===== config.mk =====
export PLATFORM = sky130hd
export DESIGN_NAME = mtm_alu_serializer
export DESIGN_NICKNAME = d
export VERILOG_FILES = /design/src/rtl/mtm_alu_serializer.sv
export SDC_FILE = /design/constraint.sdc
export NUM_CORES = 1
export LEC_CHECK = 0
export CORE_MARGIN = 1.5
export CORE_UTILIZATION = 53
export CTS_CLUSTER_DIAMETER = 40
export DETAILED_ROUTE_END_ITERATION = 10
export HOLD_SLACK_MARGIN = 0.1
export PLACE_DENSITY = 0.79
export SYNTH_ARGS = -nofsm -noshare
export SYNTH_HDL_FRONTEND = slang
export SYNTH_SLANG_ARGS = --single-unit

===== constraint.sdc =====
create_clock -name clk -period 2.3 [get_ports clk]
set_input_delay 0.46 -clock clk [delete_from_list [all_inputs] [get_ports clk]]
set_output_delay 0.46 -clock clk [all_outputs]
set_load 0.05 [all_outputs]

===== src/rtl/mtm_alu_serializer.sv =====
// mtm_alu_serializer: frames the ALU result and control byte into 11-bit serial packets
module mtm_alu_serializer #(
    parameter int DATA_BYTES = 4,
    parameter int PKT_GAP    = 0
) (
    input  logic                    clk,
    input  logic                    rst_n,
    input  logic                    data_valid,
    input  logic                    err,
    input  logic [8*DATA_BYTES-1:0] c_in,
    input  logic [7:0]              ctl_in,
    output logic                    sout,
    output logic                    busy,
    output logic                    done
);
    localparam int PW = $clog2(DATA_BYTES + 1);
    localparam logic [PW-1:0] LAST = PW'(DATA_BYTES);
    localparam logic [3:0] GAP_LAST = 4'(PKT_GAP - 1);

    typedef enum logic [2:0] {IDLE, START, TYPE, BITS, STOP, GAP} state_t;

    state_t                  r_state;
    logic [8*DATA_BYTES-1:0] r_data;
    logic [7:0]              r_ctl;
    logic [7:0]              r_shift;
    logic [PW-1:0]           r_pkt;
    logic [2:0]              r_bit;
    logic [3:0]              r_gap;
    logic                    r_sout;
    logic                    r_busy;
    logic                    r_done;
    logic                    w_cmd;

    // The CMD packet is always the last index; an error response jumps straight to it
    assign w_cmd = (r_pkt == LAST);
    assign sout  = r_sout;
    assign busy  = r_busy;
    assign done  = r_done;

    // Packet sequencer; sout/busy/done are registered alongside the state they describe
    always_ff @(posedge clk) begin
        if (!rst_n) begin
            r_state <= IDLE;
            r_data  <= '0;
            r_ctl   <= '0;
            r_shift <= '0;
            r_pkt   <= '0;
            r_bit   <= '0;
            r_gap   <= '0;
            r_sout  <= 1'b1;
            r_busy  <= 1'b0;
            r_done  <= 1'b0;
        end else begin
            r_done <= 1'b0;
            case (r_state)
                IDLE: begin
                    r_sout <= 1'b1;
                    if (data_valid) begin
                        r_data  <= c_in;
                        r_ctl   <= ctl_in;
                        r_pkt   <= err ? LAST : '0;
                        r_state <= START;
                        r_sout  <= 1'b0;
                        r_busy  <= 1'b1;
                    end
                end
                START: begin
                    r_state <= TYPE;
                    r_sout  <= w_cmd;
                    r_shift <= w_cmd ? r_ctl : r_data[8*DATA_BYTES-1 -: 8];
                    if (!w_cmd)
                        r_data <= r_data << 8;
                end
                TYPE: begin
                    r_state <= BITS;
                    r_bit   <= 3'd7;
                    r_sout  <= r_shift[7];
                end
                BITS: begin
                    if (r_bit == 3'd0) begin
                        r_state <= STOP;
                        r_sout  <= 1'b1;
                    end else begin
                        r_bit   <= r_bit - 3'd1;
                        r_shift <= r_shift << 1;
                        r_sout  <= r_shift[6];
                    end
                end
                STOP: begin
                    if (w_cmd) begin
                        r_state <= IDLE;
                        r_sout  <= 1'b1;
                        r_busy  <= 1'b0;
                        r_done  <= 1'b1;
                    end else begin
                        r_pkt <= r_pkt + 1'b1;
                        if (PKT_GAP > 0) begin
                            r_state <= GAP;
                            r_gap   <= 4'd0;
                            r_sout  <= 1'b1;
                        end else begin
                            r_state <= START;
                            r_sout  <= 1'b0;
                        end
                    end
                end
                GAP: begin
                    if (r_gap == GAP_LAST) begin
                        r_state <= START;
                        r_sout  <= 1'b0;
                    end else begin
                        r_gap <= r_gap + 4'd1;
                    end
                end
                default: begin
                    r_state <= IDLE;
                    r_sout  <= 1'b1;
                    r_busy  <= 1'b0;
                end
            endcase
        end
    end
endmodule

==> results.sh, run 1 <==
export IMPL_outcome="complete, no violations"
export IMPL_worstPathRequired_ps=1840
export IMPL_syn2layout_area_growth_pct=24.6
export IMPL_max_stage_delay_ps=830
export IMPL_post_cts_setup_buffers=0
export IMPL_syn_nets=370
export IMPL_worst_slew_pin_slew_ps=636
export IMPL_vdd_drop_max_mv=0.546
export IMPL_gr_usage_all_layers_pct=23.4
export IMPL_cellPowerDensity_nw_per_um2=766
export IMPL_clock_latency_ps=340
export IMPL_path_cells="clkdlybuf4s50_1"
export IMPL_cts_tree="yes"
export IMPL_power_frac_seq_pct=47.1
export IMPL_worstPathMaxFanout=4
export IMPL_critPathBufInv=1
export IMPL_cap_viol_max_count=0
export IMPL_synth_warning_count=0
export IMPL_syn_inst=321
export IMPL_skew_ps=6.33
export IMPL_synth_edf_count=0
export IMPL_drt_iter0_drc=180
export IMPL_h_tree_depth=3
export IMPL_swShare_pct=29.5
export IMPL_drc=0
export IMPL_gp_congestion=0.807
export IMPL_fin_setup_tns_ps=0
export IMPL_synth_cell_types=43
export IMPL_critPathLaunchType="flip-flop"
export IMPL_start_util_pct=55.7
export IMPL_grt_pass1_wl_mm=10.9
export IMPL_grt_max_degree=49
export IMPL_rr_worst_depth=6
export IMPL_path_class="flip-flop to output pin"
export IMPL_dp_hpwl_mm=4.34
export IMPL_wl_per_cell_um=14.7
export IMPL_ys_seq_area_share_pct=44.4
export IMPL_globalRouteOverflowTotal=0
export IMPL_die_h_um=76.8
export IMPL_worst_setup_path_end_kind="output pin"
export IMPL_pwr_share_clk_pct=32.5
export IMPL_numCtsBuffers=9
export IMPL_hold_viol_final=0
export IMPL_pwr_share_comb_pct=20.4
export IMPL_power_leakage_nw=1.51
export IMPL_hold_buffers=0
export IMPL_dieArea_um2=5890
export IMPL_drive_above_1_share_pct=8.70
export IMPL_die_w_um=76.8
export IMPL_coreArea_um2=5170
export IMPL_cts_resized=0
export IMPL_hp_class="flip-flop to flip-flop"
export IMPL_period_share_pct=87.9
export IMPL_intPower_w=0.00194
export IMPL_n_antenna_cell=0
export IMPL_antenna_found_initial=0
export IMPL_fin_crit_ps=2020
export IMPL_rsz0062_at_grt="no"
export IMPL_io_buffers=46
export IMPL_clk_path_buf_depth=2
export IMPL_fmax_mhz=494
export IMPL_syn_area_um2=2880
export IMPL_ios=47
export IMPL_slowest_stage="clkdlybuf4s50_1"
export IMPL_cp_depth=1
export IMPL_post_synth_cell_area_avg_um2=8.98
export IMPL_num_rows=26
export IMPL_setup_viol=0
export IMPL_ant_nets=0
export IMPL_via_per_inst=5.55
export IMPL_slew_violations=0
export IMPL_slew_headroom_pct=57.5
export IMPL_synthArstFlopShare_pct=0
export IMPL_cts_root_buf="clkbuf_8"
export IMPL_num_vias=2432
export IMPL_drt_first_pass_iters=4
export IMPL_p_total_w=0.00275
export IMPL_critPathArrivalTime_ps=1560
export IMPL_clk_pin_slew_ps=70
export IMPL_final_fill_count=424
export IMPL_ys_flop_type="dfxtp_1"
export IMPL_whs_path_depth=2
export IMPL_path_delay_family="buffers and inverters"
export IMPL_grt_pass1_vias=2260
export IMPL_nNetsFinal=412
export IMPL_ys_ff_latch=64
export IMPL_drt_total_wl_mm=6.45
export IMPL_p_sw_w=0.000812
export IMPL_cts_sinks=64
-- final timing paths --
check,from,to,slack [ps]
setup reg to reg,r_pkt[0]$_SDFFE_PN0P_,r_data[1]$_SDFFE_PN0P_,420
hold reg to reg,r_ctl[0]$_SDFFE_PN0P_,r_ctl[0]$_SDFFE_PN0P_,450
hold / removal,r_ctl[0]$_SDFFE_PN0P_,r_ctl[0]$_SDFFE_PN0P_,450
setup / recovery,busy$_SDFFE_PN0P_,busy,280
-- registers in the layout, summed over array words and instances, names as in the netlist --
| name | flops |
|---|---|
| r_state | 3 |
| r_pkt | 3 |
| r_ctl | 8 |
| busy | 1 |
| r_gap | 4 |
| r_shift | 8 |
| done | 1 |
| r_bit | 3 |
| sout | 1 |
| r_data | 32 |
-- layout by cell type, fill, tap and decap left out, types with 2 or more instances in the layout --
master            n
mux2i_1          33
nor2b_1           3
xnor2_1           3
ha_1              5
inv_1             7
clkbuf_8         11
clkinvlp_4        2
dfxtp_1          64
o22ai_1           2
a22oi_1           8
o21ai_0          29
buf_12            2
a21oi_1          47
nand2_1          22
o32ai_1           2
clkdlybuf4s50_1  46
buf_4             6
nand3_1           6
and3_1            6
a22o_1            7
a31oi_1           2
nor2_1           30
a211oi_1          2
-- kinds of logic (layout without fill, tap and decap cells) --
family	count (synthesis)	count (layout)	share of synthesized area, %
multiplexers	34	34	11.8
AND/OR/NAND/NOR	82	82	15.0
adder cells (fa/ha/maj)	5	5	2.17
flip-flops	64	64	44.4
XOR/XNOR	3	3	0.912
buffers and inverters	30	77	4.99
AO/OA/AOI/OAI	103	103	20.7
-- stage by stage --
| stage | utilization [%] | instance area, um^2 | hold WS (ps) | worst slack, ps | std cells |
|---|---|---|---|---|---|
| 3_3_place_gp | 65.9 | 3410 | 440 | 275 | 422 |
| 3_5_place_dp | 65.9 | 3410 | 448 | 237 | 422 |
| 4_1_cts | 69.4 | 3590 | 458 | 267 | 438 |
| 5_1_grt | 69.4 | 3590 | 489 | 240 | 438 |
| 6_report | 69.4 | 3590 | 454 | 277 | 438 |
| 2_1_floorplan | - | 2880 | 433 | 577 | 321 |
-- Yosys cell counts, drive strengths merged (3+ instances only) --
| library cell | instances | area share [%] |
|---|---|---|
| xnor2 | 3 | 0.91 |
| buf | 14 | 2.9 |
| dfxtp | 64 | 44 |
| nor2b | 3 | 0.65 |
| nor2 | 30 | 3.9 |
| mux2i | 33 | 11 |
| nand2 | 23 | 3.1 |
| o21ai | 29 | 5.0 |
| a22o | 7 | 2.1 |
| nand3 | 6 | 1.0 |
| ha | 5 | 2.2 |
| and3 | 6 | 1.3 |
| a22oi | 8 | 2.1 |
| clkbuf | 9 | 1.2 |
| inv | 7 | 0.91 |
| a21oi | 47 | 8.2 |
-- final cells by class --
type,instances,area [um^2],share of cell area (%)
inverters,7,26.3,0.732
flip-flops and latches,64,1280,35.7
repair buffers,54,546,15.2
clock buffers,12,155,4.32
clock inverters,4,28.8,0.801
well taps,70,87.6,2.44
multi-input cells,227,1470,40.8
-- power by group through the flow --
| stage | logic, W | clock network (W) | registers (W) |
|---|---|---|---|
| finish | 0.000560 | 0.000895 | 0.00129 |
| global route | 0.000617 | 0.000971 | 0.00131 |
| CTS | 0.000560 | 0.000910 | 0.00129 |
| detailed placement | 0.000554 | 0 | 0.00132 |
| global placement | 0.000543 | 0 | 0.00131 |
| floorplan | 0.000379 | 0 | 0.00130 |
-- layer usage --
layer	track usage [%]	up-vias	routed length [um]
li1	-	1235	-
met1	31.6	1124	2990
met2	35.0	60	2990
met3	8.10	13	367
met4	7.41	0	110
met5	0	-	0
Power figures use the tool's default switching activity.
==> run 2, diff against run 1 <==
CORE_ASPECT_RATIO = 0.75   (was unset)
==> run 2 against run 1 <==
Net effect: sequential power hardly changed; critical path type unchanged; design area grew 0.49%; sequential share of layout area decreased by 0.17 points; critical path depth is the same; total power fell by 1.2%; cell count increased by 1.6%; clock skew shrank 0.58 ps; flip-flop and latch count unchanged; die area barely moved.
==> results.sh, run 2 (synthesis results as in run 1) <==
export IMPL_syn2layout_area_growth_pct=25.2
export IMPL_wl_per_cell_um=14.7
export IMPL_slowest_stage="clkdlybuf4s50_1"
export IMPL_drt_iter0_drc=142
export IMPL_skew_ps=5.75
export IMPL_clk_pin_slew_ps=60
export IMPL_worstPathMaxFanout=4
export IMPL_rsz0062_at_grt="no"
export IMPL_grt_pass1_vias=2305
export IMPL_n_antenna_cell=0
export IMPL_grt_pass1_wl_mm=10.7
export IMPL_worstPathRequired_ps=1840
export IMPL_path_class="flip-flop to output pin"
export IMPL_num_vias=2493
export IMPL_layout_common_cells="64 x dfxtp_1, 47 x a21oi_1, 46 x clkdlybuf4s50_1"
export IMPL_fmax_mhz=502
export IMPL_period_share_pct=86.6
export IMPL_hold_buffers=0
export IMPL_gp_congestion=0.806
export IMPL_die_h_um=66.9
export IMPL_gr_usage_all_layers_pct=24.5
export IMPL_cts_root_buf="clkbuf_8"
export IMPL_pwr_share_clk_pct=31.4
export IMPL_io_buffers=46
export IMPL_grt_max_degree=49
export IMPL_biggestRegsByFlops="r_data (32), r_ctl (8), r_shift (8)"
export IMPL_drt_first_pass_iters=4
export IMPL_via_per_inst=5.60
export IMPL_largest_register_ffs=32
export IMPL_clk_path_buf_depth=2
export IMPL_ant_nets=0
export IMPL_p_sw_w=0.000784
export IMPL_outcome="complete, no violations"
export IMPL_top_register="r_data"
export IMPL_drive_above_1_share_pct=9.19
export IMPL_worst_slew_pin_slew_ps=504
export IMPL_slew_headroom_pct=66.3
export IMPL_intPower_w=0.00193
export IMPL_path_cells="clkdlybuf4s50_1"
export IMPL_power_frac_seq_pct=47.3
export IMPL_critPathLaunchType="flip-flop"
export IMPL_nNetsFinal=415
export IMPL_cts_tree="yes"
export IMPL_max_stage_delay_ps=830
export IMPL_start_util_pct=54.4
export IMPL_die_w_um=88.2
export IMPL_globalRouteOverflowTotal=0
export IMPL_final_cell_count_no_fill=445
export IMPL_numCtsBuffers=9
export IMPL_hp_class="flip-flop to flip-flop"
export IMPL_swShare_pct=28.8
export IMPL_slew_violations=0
export IMPL_antenna_found_initial=0
export IMPL_cellPowerDensity_nw_per_um2=753
export IMPL_final_common_cell="dfxtp_1"
export IMPL_cts_sinks=64
export IMPL_critPathBufInv=1
export IMPL_cts_resized=0
export IMPL_coreArea_um2=5300
export IMPL_dp_hpwl_mm=4.45
export IMPL_vdd_drop_max_mv=0.518
export IMPL_cap_viol_max_count=0
export IMPL_fin_crit_ps=1990
export IMPL_final_fill_count=436
export IMPL_clock_latency_ps=340
export IMPL_drc=0
export IMPL_worst_setup_path_end_kind="output pin"
export IMPL_fin_setup_tns_ps=0
export IMPL_fin_ws_ps=307
export IMPL_post_cts_setup_buffers=0
export IMPL_ios=47
export IMPL_path_delay_family="buffers and inverters"
export IMPL_power_leakage_nw=1.52
export IMPL_place_ws_ps=244
export IMPL_setup_viol=0
export IMPL_num_rows=23
export IMPL_h_tree_depth=3
export IMPL_drt_total_wl_mm=6.53
export IMPL_dieArea_um2=5900
export IMPL_pwr_share_comb_pct=21.3
export IMPL_hold_viol_final=0
export IMPL_dp_cells=430
export IMPL_critPathArrivalTime_ps=1530
-- run 2: changes by cell type in the layout (fill, tap and decap cells not counted) --
cell,delta
clkinv_4,-1
clkinv_2,+1
clkinvlp_4,-1
buf_4,+3
-- run 2: final timing paths --
| path | slack [ps] | cells past startpoint | start | end |
|---|---|---|---|---|
| worst max register to register | 440 | 6 | r_pkt[0]$_SDFFE_PN0P_ | r_data[5]$_SDFFE_PN0P_ |
| worst max-delay path | 310 | 1 | busy$_SDFFE_PN0P_ | busy |
| worst min-delay path | 460 | 2 | r_ctl[1]$_SDFFE_PN0P_ | r_ctl[1]$_SDFFE_PN0P_ |
| worst min register to register | 460 | 2 | r_ctl[1]$_SDFFE_PN0P_ | r_ctl[1]$_SDFFE_PN0P_ |
-- run 2: layer usage --
metal	share of wire [%]	wire (um)	vias to the layer above	global-route usage, %
met5	0	0	-	0
met4	1.7	112	0	9.57
met3	5.3	349	12	7.81
met2	44	2870	54	37.8
met1	49	3200	1184	31.8
li1	-	-	1243	-
-- run 2: final cells by class --
cell class / count / area [um^2] / share of cell area [%]
multi-input combinational: 227 / 1470 / 40.6
tap: 75 / 93.8 / 2.60
timing repair buffer: 57 / 568 / 15.7
clock buffer: 12 / 155 / 4.30
sequential: 64 / 1280 / 35.5
inverter: 7 / 26.3 / 0.728
clock inverter: 3 / 17.5 / 0.485
-- run 2: stage by stage --
stage | hold WS, ps | util (%) | area [um^2] | total power, W
2_1_floorplan | 433 | - | 2880 | 0.00168
3_3_place_gp | 442 | 64.9 | 3440 | 0.00186
3_5_place_dp | 451 | 64.9 | 3440 | 0.00188
4_1_cts | 461 | 68.1 | 3610 | 0.00273
5_1_grt | 479 | 68.1 | 3610 | 0.00285
6_report | 462 | 68.1 | 3610 | 0.00272
-- run 2: power groups by stage --
stage | sequential (W) | clock (W) | combinational [W]
after floorplan | 0.00130 | 0 | 0.000379
after global placement | 0.00130 | 0 | 0.000560
after detailed placement | 0.00131 | 0 | 0.000574
after CTS | 0.00128 | 0.000868 | 0.000580
after global routing | 0.00130 | 0.000914 | 0.000636
final | 0.00128 | 0.000855 | 0.000578
-- run 2: tightest hold or removal path: stages (launching register included) --
cell and delay [ps]:
dfxtp_1 310, nand2_1 50, a21oi_1 60
